==> src/rtl/angle_pkg.sv <==
// rtl/angle_pkg.sv - shared constants, FSM encoding and width helper for the angle request scheduler
package angle_pkg;

   localparam int N_CH_MAX = 16;
   localparam int DATA_W   = 8;

   typedef enum logic [1:0] {
      S_IDLE  = 2'd0,
      S_RUN   = 2'd1,
      S_DRAIN = 2'd2
   } sched_state_t;

   // Channel-ID width; never narrower than one bit so a single-channel build still elaborates.
   function automatic int CH_W(input int n);
      return (n > 1) ? $clog2(n) : 1;
   endfunction

endpackage

==> src/rtl/angle_tag_fifo.sv <==
// rtl/angle_tag_fifo.sv - first-word-fall-through FIFO holding the channel ID of each in-flight sample
module angle_tag_fifo #(
   parameter int DEPTH = 32,
   parameter int W     = 2
) (
   input  logic                     clk,
   input  logic                     rst_n,
   input  logic                     push,
   input  logic [W-1:0]             din,
   input  logic                     pop,
   output logic [W-1:0]             dout,
   output logic                     full,
   output logic                     empty,
   output logic [$clog2(DEPTH):0]   count
);

   localparam int AW = $clog2(DEPTH);
   localparam int CW = AW + 1;

   logic [W-1:0]  mem [DEPTH];
   logic [AW-1:0] wr_ptr;
   logic [AW-1:0] rd_ptr;
   logic          do_push;
   logic          do_pop;

   assign full  = (count == CW'(DEPTH));
   assign empty = (count == '0);
   assign dout  = mem[rd_ptr];

   // A pop in the same cycle frees the slot, so a full FIFO may still accept a push.
   assign do_pop  = pop && !empty;
   assign do_push = push && (!full || do_pop);

   always_ff @(posedge clk or negedge rst_n) begin
      if (!rst_n) begin
         wr_ptr <= '0;
         rd_ptr <= '0;
         count  <= '0;
      end else begin
         if (do_push) wr_ptr <= wr_ptr + AW'(1);
         if (do_pop)  rd_ptr <= rd_ptr + AW'(1);
         case ({do_push, do_pop})
            2'b10:   count <= count + CW'(1);
            2'b01:   count <= count - CW'(1);
            default: count <= count;
         endcase
      end
   end

   always_ff @(posedge clk) begin
      if (do_push) mem[wr_ptr] <= din;
   end

endmodule

==> src/rtl/angle_req_sched.sv <==
// rtl/angle_req_sched.sv - round-robin scheduler sharing one angle datapath among N_CH sample sources
module angle_req_sched
   import angle_pkg::CH_W;
   import angle_pkg::sched_state_t;
   import angle_pkg::S_IDLE;
   import angle_pkg::S_RUN;
   import angle_pkg::S_DRAIN;
#(
   parameter int N_CH      = 4,
   parameter int DATA_W    = angle_pkg::DATA_W,
   parameter int TAG_DEPTH = 32
) (
   input  logic                      clk,
   input  logic                      rst_n,
   input  logic                      en,
   input  logic                      err_clr,
   input  logic [N_CH-1:0]           req_valid,
   output logic [N_CH-1:0]           req_ready,
   input  logic [N_CH*DATA_W-1:0]    req_real,
   input  logic [N_CH*DATA_W-1:0]    req_imag,
   output logic                      pipe_val,
   output logic [DATA_W-1:0]         pipe_real,
   output logic [DATA_W-1:0]         pipe_imag,
   input  logic                      pipe_res_val,
   input  logic [DATA_W-1:0]         pipe_res,
   output logic                      res_valid,
   output logic [$clog2(N_CH)-1:0]   res_ch,
   output logic [DATA_W-1:0]         res_data,
   output logic                      busy,
   output logic                      tag_err
);

   localparam int CW = CH_W(N_CH);
   localparam int TW = $clog2(TAG_DEPTH);

   sched_state_t     state;
   logic [CW-1:0]    rr_ptr;
   logic [N_CH-1:0]  prio_mask;
   logic [N_CH-1:0]  masked_req;
   logic [N_CH-1:0]  sel_req;
   logic [CW-1:0]    winner;
   logic             grant_en;
   logic             xfer;

   logic [CW-1:0]    head_tag;
   logic             fifo_full;
   logic             fifo_empty;
   logic [TW:0]      outstanding;

   // Channels at or above rr_ptr get first look; if none request, fall back to the full set (wrap).
   always_comb begin
      prio_mask = '0;
      for (int i = 0; i < N_CH; i++) prio_mask[i] = (i >= int'(rr_ptr));
      masked_req = req_valid & prio_mask;
      sel_req    = (|masked_req) ? masked_req : req_valid;
      winner     = '0;
      for (int i = N_CH-1; i >= 0; i--) begin
         if (sel_req[i]) winner = CW'(i);
      end
   end

   // A result arriving this cycle pops a tag, which leaves room for the new push even when full.
   assign grant_en = (state == S_RUN) && en && (!fifo_full || pipe_res_val);
   assign xfer     = grant_en && (|req_valid);

   always_comb begin
      req_ready = '0;
      if (xfer) req_ready[winner] = 1'b1;
   end

   assign busy = (state != S_IDLE);

   angle_tag_fifo #(
      .DEPTH (TAG_DEPTH),
      .W     (CW)
   ) u_tag_fifo (
      .clk   (clk),
      .rst_n (rst_n),
      .push  (xfer),
      .din   (winner),
      .pop   (pipe_res_val),
      .dout  (head_tag),
      .full  (fifo_full),
      .empty (fifo_empty),
      .count (outstanding)
   );

   always_ff @(posedge clk or negedge rst_n) begin
      if (!rst_n) begin
         state <= S_IDLE;
      end else begin
         case (state)
            S_IDLE:  if (en) state <= S_RUN;
            S_RUN:   if (!en) state <= S_DRAIN;
            S_DRAIN: begin
               if (en)                     state <= S_RUN;
               else if (outstanding == '0) state <= S_IDLE;
            end
            default: state <= S_IDLE;
         endcase
      end
   end

   always_ff @(posedge clk or negedge rst_n) begin
      if (!rst_n) begin
         rr_ptr    <= '0;
         pipe_val  <= 1'b0;
         pipe_real <= '0;
         pipe_imag <= '0;
      end else begin
         pipe_val <= xfer;
         if (xfer) begin
            rr_ptr    <= (winner == CW'(N_CH-1)) ? '0 : winner + CW'(1);
            pipe_real <= req_real[winner*DATA_W +: DATA_W];
            pipe_imag <= req_imag[winner*DATA_W +: DATA_W];
         end
      end
   end

   always_ff @(posedge clk or negedge rst_n) begin
      if (!rst_n) begin
         res_valid <= 1'b0;
         res_ch    <= '0;
         res_data  <= '0;
         tag_err   <= 1'b0;
      end else begin
         res_valid <= pipe_res_val && !fifo_empty;
         if (pipe_res_val && !fifo_empty) begin
            res_ch   <= head_tag;
            res_data <= pipe_res;
         end
         // A fresh orphan result outranks a clear in the same cycle.
         if (pipe_res_val && fifo_empty) tag_err <= 1'b1;
         else if (err_clr)               tag_err <= 1'b0;
      end
   end

endmodule
==> config.mk <==
export PLATFORM = sky130hd
export DESIGN_NAME = angle_req_sched
export DESIGN_NICKNAME = d
export VERILOG_FILES = /design/src/rtl/angle_pkg.sv /design/src/rtl/angle_tag_fifo.sv /design/src/rtl/angle_req_sched.sv
export SDC_FILE = /design/constraint.sdc
export NUM_CORES = 1
export LEC_CHECK = 0
export BUFFER_PORTS_ARGS = -buffer_cell sky130_fd_sc_hd__buf_2
export CAP_MARGIN = 30
export CORE_MARGIN = 1.5
export CORE_UTILIZATION = 30
export DETAILED_ROUTE_END_ITERATION = 10
export MAX_ROUTING_LAYER = met4
export PLACE_DENSITY_LB_ADDON = 0.1
export SLEW_MARGIN = 10
export SYNTH_ARGS = -nofsm -noshare
export SYNTH_HDL_FRONTEND = slang
export SYNTH_SLANG_ARGS = --single-unit
==> constraint.sdc <==
create_clock -name clk -period 4.4 [get_ports clk]
set_input_delay 0 -clock clk [delete_from_list [all_inputs] [get_ports clk]]
set_output_delay 0 -clock clk [all_outputs]
set_load 0.03 [all_outputs]
After elaboration in Yosys (flattened, before gate mapping)
Memory sizes are Yosys's and may differ from the RTL's. A register that Yosys moved wholly into a read port is not among the register bits.
Index checks and enable logic that the tools add are counted.
- register bits after elaboration: 47
- RAM bits: 64
- input bits: 81
- output and inout bits: 34
- logic and storage cells: 73
- memories: 1
- add/sub/neg operators: 5
- magnitude comparators: 5
- eq/ne operators: 9
- shift-type cells: 2
- mux-type cells: 19
- bitwise logic cells: 1
- reductions and logical operators: 20
- memory list (name ; words ; width ; rd ports ; clocked after memory_dff ; write ports ; line ; RTL):
    u_tag_fifo.mem ; 32 ; 2 ; 1 ; 1 ; 1 ; angle_tag_fifo.sv:20 ; logic [W-1:0] mem [DEPTH];
- operator list (kind ; number):
    32-bit by 6-bit variable part select with 8-bit output ; 2
    2-bit two-way mux ; 9
    6-bit one-hot mux with 2 select lines ; 1
    5-bit by 1-bit adder with 5-bit output (second input constant) ; 2
    4-bit two-way mux ; 2
    4-bit OR reduction ; 2
    1-bit logical AND ; 7
    6-bit by 1-bit adder with 6-bit output (second input constant) ; 1
    2-bit == test (second input constant) ; 3
    6-bit == test (second input constant) ; 1
    6-bit zero test ; 1
    2-bit one-hot mux with 3 select lines ; 1
    2-bit nonzero test ; 3
    6-bit by 1-bit subtractor with 6-bit output (second input constant) ; 1
    1-bit two-way mux ; 5
    4-bit bitwise AND ; 1
    2-bit by 1-bit == test with 1-bit output (second input constant) ; 2
    1-bit by 2-bit greater-or-equal comparator with 1-bit output (first input constant) ; 2
    2-bit != test (second input constant) ; 2
    1-bit zero test ; 3
    2-bit by 3-bit less-than comparator with 1-bit output (second input constant) ; 1
    3-bit != test (second input constant) ; 1
    3-bit AND reduction ; 1
    2-bit by 1-bit adder with 2-bit output (second input constant) ; 1
    other kinds (5) ; 6

Longest topological paths before layout
- depth in word-level cells: 13
- depth in mapped cells: 15

Modules after synthesis
Synthesis repeated with hierarchy kept, for this count alone.
- cells, all modules: 479
- area total of the unflattened synthesis: 5696.7 µm²
- by module, submodules not included (module ; times used ; cells an instance ; area an instance (µm²) ; seq. area each (µm²)):
    angle_tag_fifo ; 1 ; 283 ; 3704.8 ; 2322.2
    angle_req_sched ; 1 ; 196 ; 1991.9 ; 825.8

Worst setup path before layout
No wires, ideal clock.
- path kind: flip-flop to flip-flop
- from: reg u_tag_fifo.count[1]
- to: reg u_tag_fifo.count[4]
- setup time: 0.080 ns
- arrival time: 2.833 ns
- data required time: 4.320 ns
- slack: 1.487 ns
- stages on the path, launching flop included: 16
- path buffers: 3
- cell sequence: dfrtp_1 -> buf_2 -> nor4_2 -> nor3b_1 -> nand2b_1 -> inv_2 -> buf_2 -> ha_1 -> clkbuf_1 -> xor2_1 -> ha_1 -> a21o_1 -> nand2_1 -> a21oi_1 -> o21bai_1 -> xnor2_1
- RTL lines (item ; line ; RTL):
    from (decl) ; angle_tag_fifo.sv:14 ; output logic [$clog2(DEPTH):0] count
    from (signal assigned) ; angle_tag_fifo.sv:43 ; 2'b10: count <= count + CW'(1);
    from (signal assigned) ; angle_tag_fifo.sv:44 ; 2'b01: count <= count - CW'(1);
    from (signal assigned) ; angle_tag_fifo.sv:45 ; default: count <= count;
    6-bit zero test * ; angle_tag_fifo.sv:27 ; assign empty = (count == '0);
    1-bit zero test * ; angle_tag_fifo.sv:31 ; assign do_pop = pop && !empty;
    1-bit logical AND * ; angle_tag_fifo.sv:31 ;
    named net u_tag_fifo.do_pop ; angle_tag_fifo.sv:24 ; logic do_pop;
    1-bit logical OR ; angle_tag_fifo.sv:32 ; assign do_push = push && (!full || do_pop);
    1-bit logical AND ; angle_tag_fifo.sv:32 ;
    2-bit by 1-bit == test with 1-bit output / 2-bit == test (equally long branches) ; angle_tag_fifo.sv:42 ; case ({do_push, do_pop})
    6-bit one-hot mux with 2 select lines / 2-bit nonzero test (equally long branches) ; -- ;
The timed path passes the listed nets; every way through them passes the cells marked *.
A chain may end at the register's enable or synchronous reset.

Worst setup path after layout
- from: reg u_tag_fifo.count[1]
- to: reg u_tag_fifo.count[4]
- longest elaborated chain between the ends: 8
- ends and longest elaborated chain (item ; line ; RTL):
    6-bit == test ; angle_tag_fifo.sv:26 ; assign full = (count == CW'(DEPTH));
    1-bit zero test ; angle_tag_fifo.sv:32, angle_req_sched.sv:63 ;
    1-bit logical OR ; angle_req_sched.sv:63 ; assign grant_en = (state == S_RUN) && en && (!fifo_full || pipe_res_val);
    1-bit logical AND ; angle_req_sched.sv:63 ;
    1-bit logical AND ; angle_req_sched.sv:64 ; assign xfer = grant_en && (|req_valid);
    1-bit logical AND ; angle_tag_fifo.sv:32 ;
    2-bit by 1-bit == test with 1-bit output / 2-bit == test (equally long branches) ; angle_tag_fifo.sv:42 ;
    6-bit one-hot mux with 2 select lines / 2-bit nonzero test (equally long branches) ; -- ;
Several ways; a longest one is shown, not always the timed one.

==> results.md <==
* Netlist Area Pre-Place at 0.00553 sq mm
* Number of buffers between clock root and the deepest sink at 2
* Pin slew with the least headroom to its limit at 0.854 ns
* Final number of max-transition violations at 0
* Ys Warns at 0
* Final cycle utilization of the critical path at 78.9%
* Cell Count Post-Placement at 767
* Setup bufs post-CTS at 0
* Arrival time reported for the critical path endpoint at 3.81 ns
* Worst-case vdd ir drop at 0.000293 V
* Slack of the worst reg-to-reg path at 0.93 ns
* Post-Layout Cell Count at 859
* Insertion delay to the later sink of the worst-skew pair at 0.41 ns
* Number of cell rows at 49
* Post-detailed-route DRC marker count at 0
* Critical Path Slowest Stage Cell: nand2b_1
* EDFF count, synth at 64
* Final design instance area without fill at 0.00753 sq mm
* Ordered list of cells on the worst path: nor4_2, nor3b_1, nand2b_1, inv_2, ha_1, xor2_1, ha_1, a21o_1, nand2_1, a21oi_1, o21bai_1, xnor2_1
* Cell area reported after detailed placement at 0.00631 sq mm
* Final global-route overflow total at 0
* XOR/XNOR Fraction of Synth Area at 2.38%
* Final setup violation count at 0
* Detail-routed via count per cell at 4.72
* Multiplexer share of the synthesized area at 13.3%
* Count of nets after finishing at 710
* Clk Tree Root Cell: clkbuf_16
* Cell Pwr Density at 638 mW/mm^2
* Initial antenna violation count at 0
* Total Wirelength at 13.1 mm
* Quantity of I/O buffers inserted on ports at 114
* Die Ht at 139 um
* Sequential cell area fraction in the yosys report at 56.9%
* Fraction of the mapped netlist area in simple logic gates at 12.6%
* GRT Overall Usage at 14.8%
* Post-layout minimum cycle time at 3.47 ns
* Area share of fa/ha/maj cells after synthesis at 2.72%
* Tightest Hold Check Type: in2async
* Layout cell share with drive strength beyond 1 at 29.5%
* Synth top area cells: edfxtp_1 (35%), dfrtp_1 (22%), mux2i_1 (8.0%), nand2_1 (4.1%), ha_1 (2.7%)
* Slew margin rel. at 43.0%
* Setup TNS Final at 0 ns
* Leakage power summed over all cells at 3.23 nW
* Complex-gate fraction of the synthesized area at 8.49%
* Crit Path Class: reg2reg
* Largest fanout on the critical path at 16
* Synthesized instance count at 441
* Average routed wire per standard cell at 15.3 um
* Post-Synthesis Net Count at 534
* Power, Total at 0.00480 W
* Dominant combinational cell family by area after synthesis: multiplexers
* Pin count of the biggest net entering global routing at 50
* Yosys top cell area share at 34.8%
* CTS tree: done
* ANT nets after route at 0
* Worst-case clock skew at 0.00571 ns
* Startpoint class of the critical path: flip-flop
* DRT Pass-1 Iters at 4
* Leading register cell type out of synthesis: edfxtp_1
* Timing-limited maximum frequency at 0.288 GHz
* Starting density of the core at 30.7%
* Sink count of the clock tree at 113
* Endpoint type of the worst setup path: flip-flop
* TritonCTS Buffers at 17
* Global-route wire length before repair at 21.7 mm
* Layout-stage area growth over the synthesis result at 36.3%
* Maximum cell stage delay along the critical path at 0.53 ns
* Post-synth cell types at 59
* Synthesis-stage register bit count at 113
* Starting DRC count in detailed routing at 187
* H-Tree Level Count at 4
* Library cell occupying the most area in the post-synthesis netlist: edfxtp_1
* Status: finished, final reports clean
* Die Area at 0.0193 sq mm
* Via count at 4054
* RD Place Congestion at 0.749
* Floorplan Core Area at 0.0180 sq mm
* Number of violations of the max-capacitance limit at 0
* Clock transition at the registers of the reported paths at 0.05 ns
* Worst endpoint required time at 4.74 ns
* Diode count at 0
* Via count of the first global-routing pass at 4287
* Most common cell on crit path: ha_1
* Top-level port count at 115
* Die X at 139 um
* Share of flip-flops with an asynchronous set or reset at 43.4%
* Setup repair after global routing missed its margin: no
* Detail Placement HPWL at 8.67 mm
* Avg Cell Area, Syn at 12.5 sq um
* Post-cts gate resize count at 0
* Final hold vios at 0
layer usage:
layer	GRT usage [%]	vias to the layer above	routed length (um)	part of all wire (%)
li1	-	1973	-	-
met1	18.1	1980	5860	45
met2	23.9	88	6540	50
met3	3.31	13	518	4.0
met4	5.54	0	190	1.4
met5	-	-	0	0
kinds of logic (layout without fill, tap and decap cells):
| kind of cell | count (synthesis) | after routing |
|---|---|---|
| buffers and inverters | 41 | 230 |
| AOI/OAI and AO/OA | 52 | 52 |
| muxes | 61 | 61 |
| DFF | 113 | 113 |
| xor gates and xnor gates | 15 | 15 |
| and+or+nand+nor | 147 | 147 |
| adders and majority gates | 12 | 12 |
repair_timing:
action                                  4_1_cts  5_1_grt
endpoints found under the setup margin        0        0
hold endpoints to repair                     76        0
hold buffers                                 60        0
Yosys cell counts (6+ instances only):
cell type  number
o221ai_2       10
nand3_1         6
xnor2_1        12
nor2_1         38
nand2b_1        7
edfxtp_1       64
nor3_1          6
mux2_2          7
mux2i_1        44
a21oi_1         6
buf_2          13
nand2_1        60
o221ai_1        6
ha_1           12
dfrtp_1        49
inv_1          14
critical path: cells and delay by family (launching register included):
| family | cells | cell delay [ns] |
|---|---|---|
| DFF | 1 | 0.47 |
| AOI/OAI and AO/OA | 3 | 0.42 |
| xor gates and xnor gates | 2 | 0.32 |
| and+or+nand+nor | 4 | 1.29 |
| buffers and inverters | 1 | 0.27 |
| adders and majority gates | 2 | 0.64 |
placed cells by master (no fill, tap or decap), types with 3 or more instances in the layout:
cell / n
dlygate4sd3_1: 60
ha_1: 12
xnor2_1: 12
dfrtp_1: 49
and2_1: 4
nand3_1: 6
nand3b_1: 4
buf_4: 8
mux2i_1: 44
nand2_1: 60
or3b_2: 3
buf_2: 114
xor2_1: 3
clkinv_2: 5
nor2_1: 38
mux4_2: 5
nor3_1: 6
o21ai_0: 4
clkinv_1: 3
nand4_1: 4
nor2b_1: 3
edfxtp_1: 64
nand2b_1: 7
clkbuf_16: 17
o221ai_1: 6
mux4_1: 3
o22ai_1: 3
mux2_2: 7
a21oi_1: 6
bufinv_16: 5
or3_1: 3
inv_1: 14
o221ai_2: 10
layout make-up:
type                       count  area, sq um
sequential                   113         3150
inverter                      16         65.1
multi-input combinational    287         2180
tap                          229          287
clock buffer                  18          429
timing repair buffer         182         1230
clock inverter                14          194
fill                        1713        10500
final timing paths:
path | from | endpoint | cells after the start
worst max-delay path | u_tag_fifo.count[1] | u_tag_fifo.count[4] | 12
worst min-delay path | rst_n | pipe_real[0] | 3
worst max register to register | u_tag_fifo.count[1] | u_tag_fifo.count[4] | 12
worst min register to register | res_data[6] | res_data[6] | 2
max in group asynchronous | rst_n | u_tag_fifo.rd_ptr[0] | 3
min in group clk | pipe_res_val | res_data[6] | 4
state kept, by name (all words and copies together), names as in the netlist, 5 cells and up:
name	cells
pipe_real	8
pipe_imag	8
u_tag_fifo.count	6
u_tag_fifo.wr_ptr	5
u_tag_fifo.rd_ptr	5
res_data	8
u_tag_fifo.mem	64
stage by stage:
| stage | setup WS (ns) | util (%) | hold WS, ns |
|---|---|---|---|
| 2_1_floorplan | 1.49 | - | -0.296 |
| 3_3_place_gp | 1.05 | 35.0 | 0.150 |
| 3_5_place_dp | 0.890 | 35.0 | 0.164 |
| 4_1_cts | 0.870 | 41.8 | 0.256 |
| 5_1_grt | 0.504 | 41.8 | 0.321 |
| 6_report | 0.927 | 41.8 | 0.247 |
power by group:
| group | leakage [nW] | switching (W) | total, W | internal, W |
|---|---|---|---|---|
| Clock | 0.306 | 0.000457 | 0.00145 | 0.000990 |
| Sequential | 1.18 | 0.000264 | 0.00166 | 0.00139 |
| Combinational | 1.74 | 0.000913 | 0.00170 | 0.000788 |
Power figures use the tool's default switching activity.
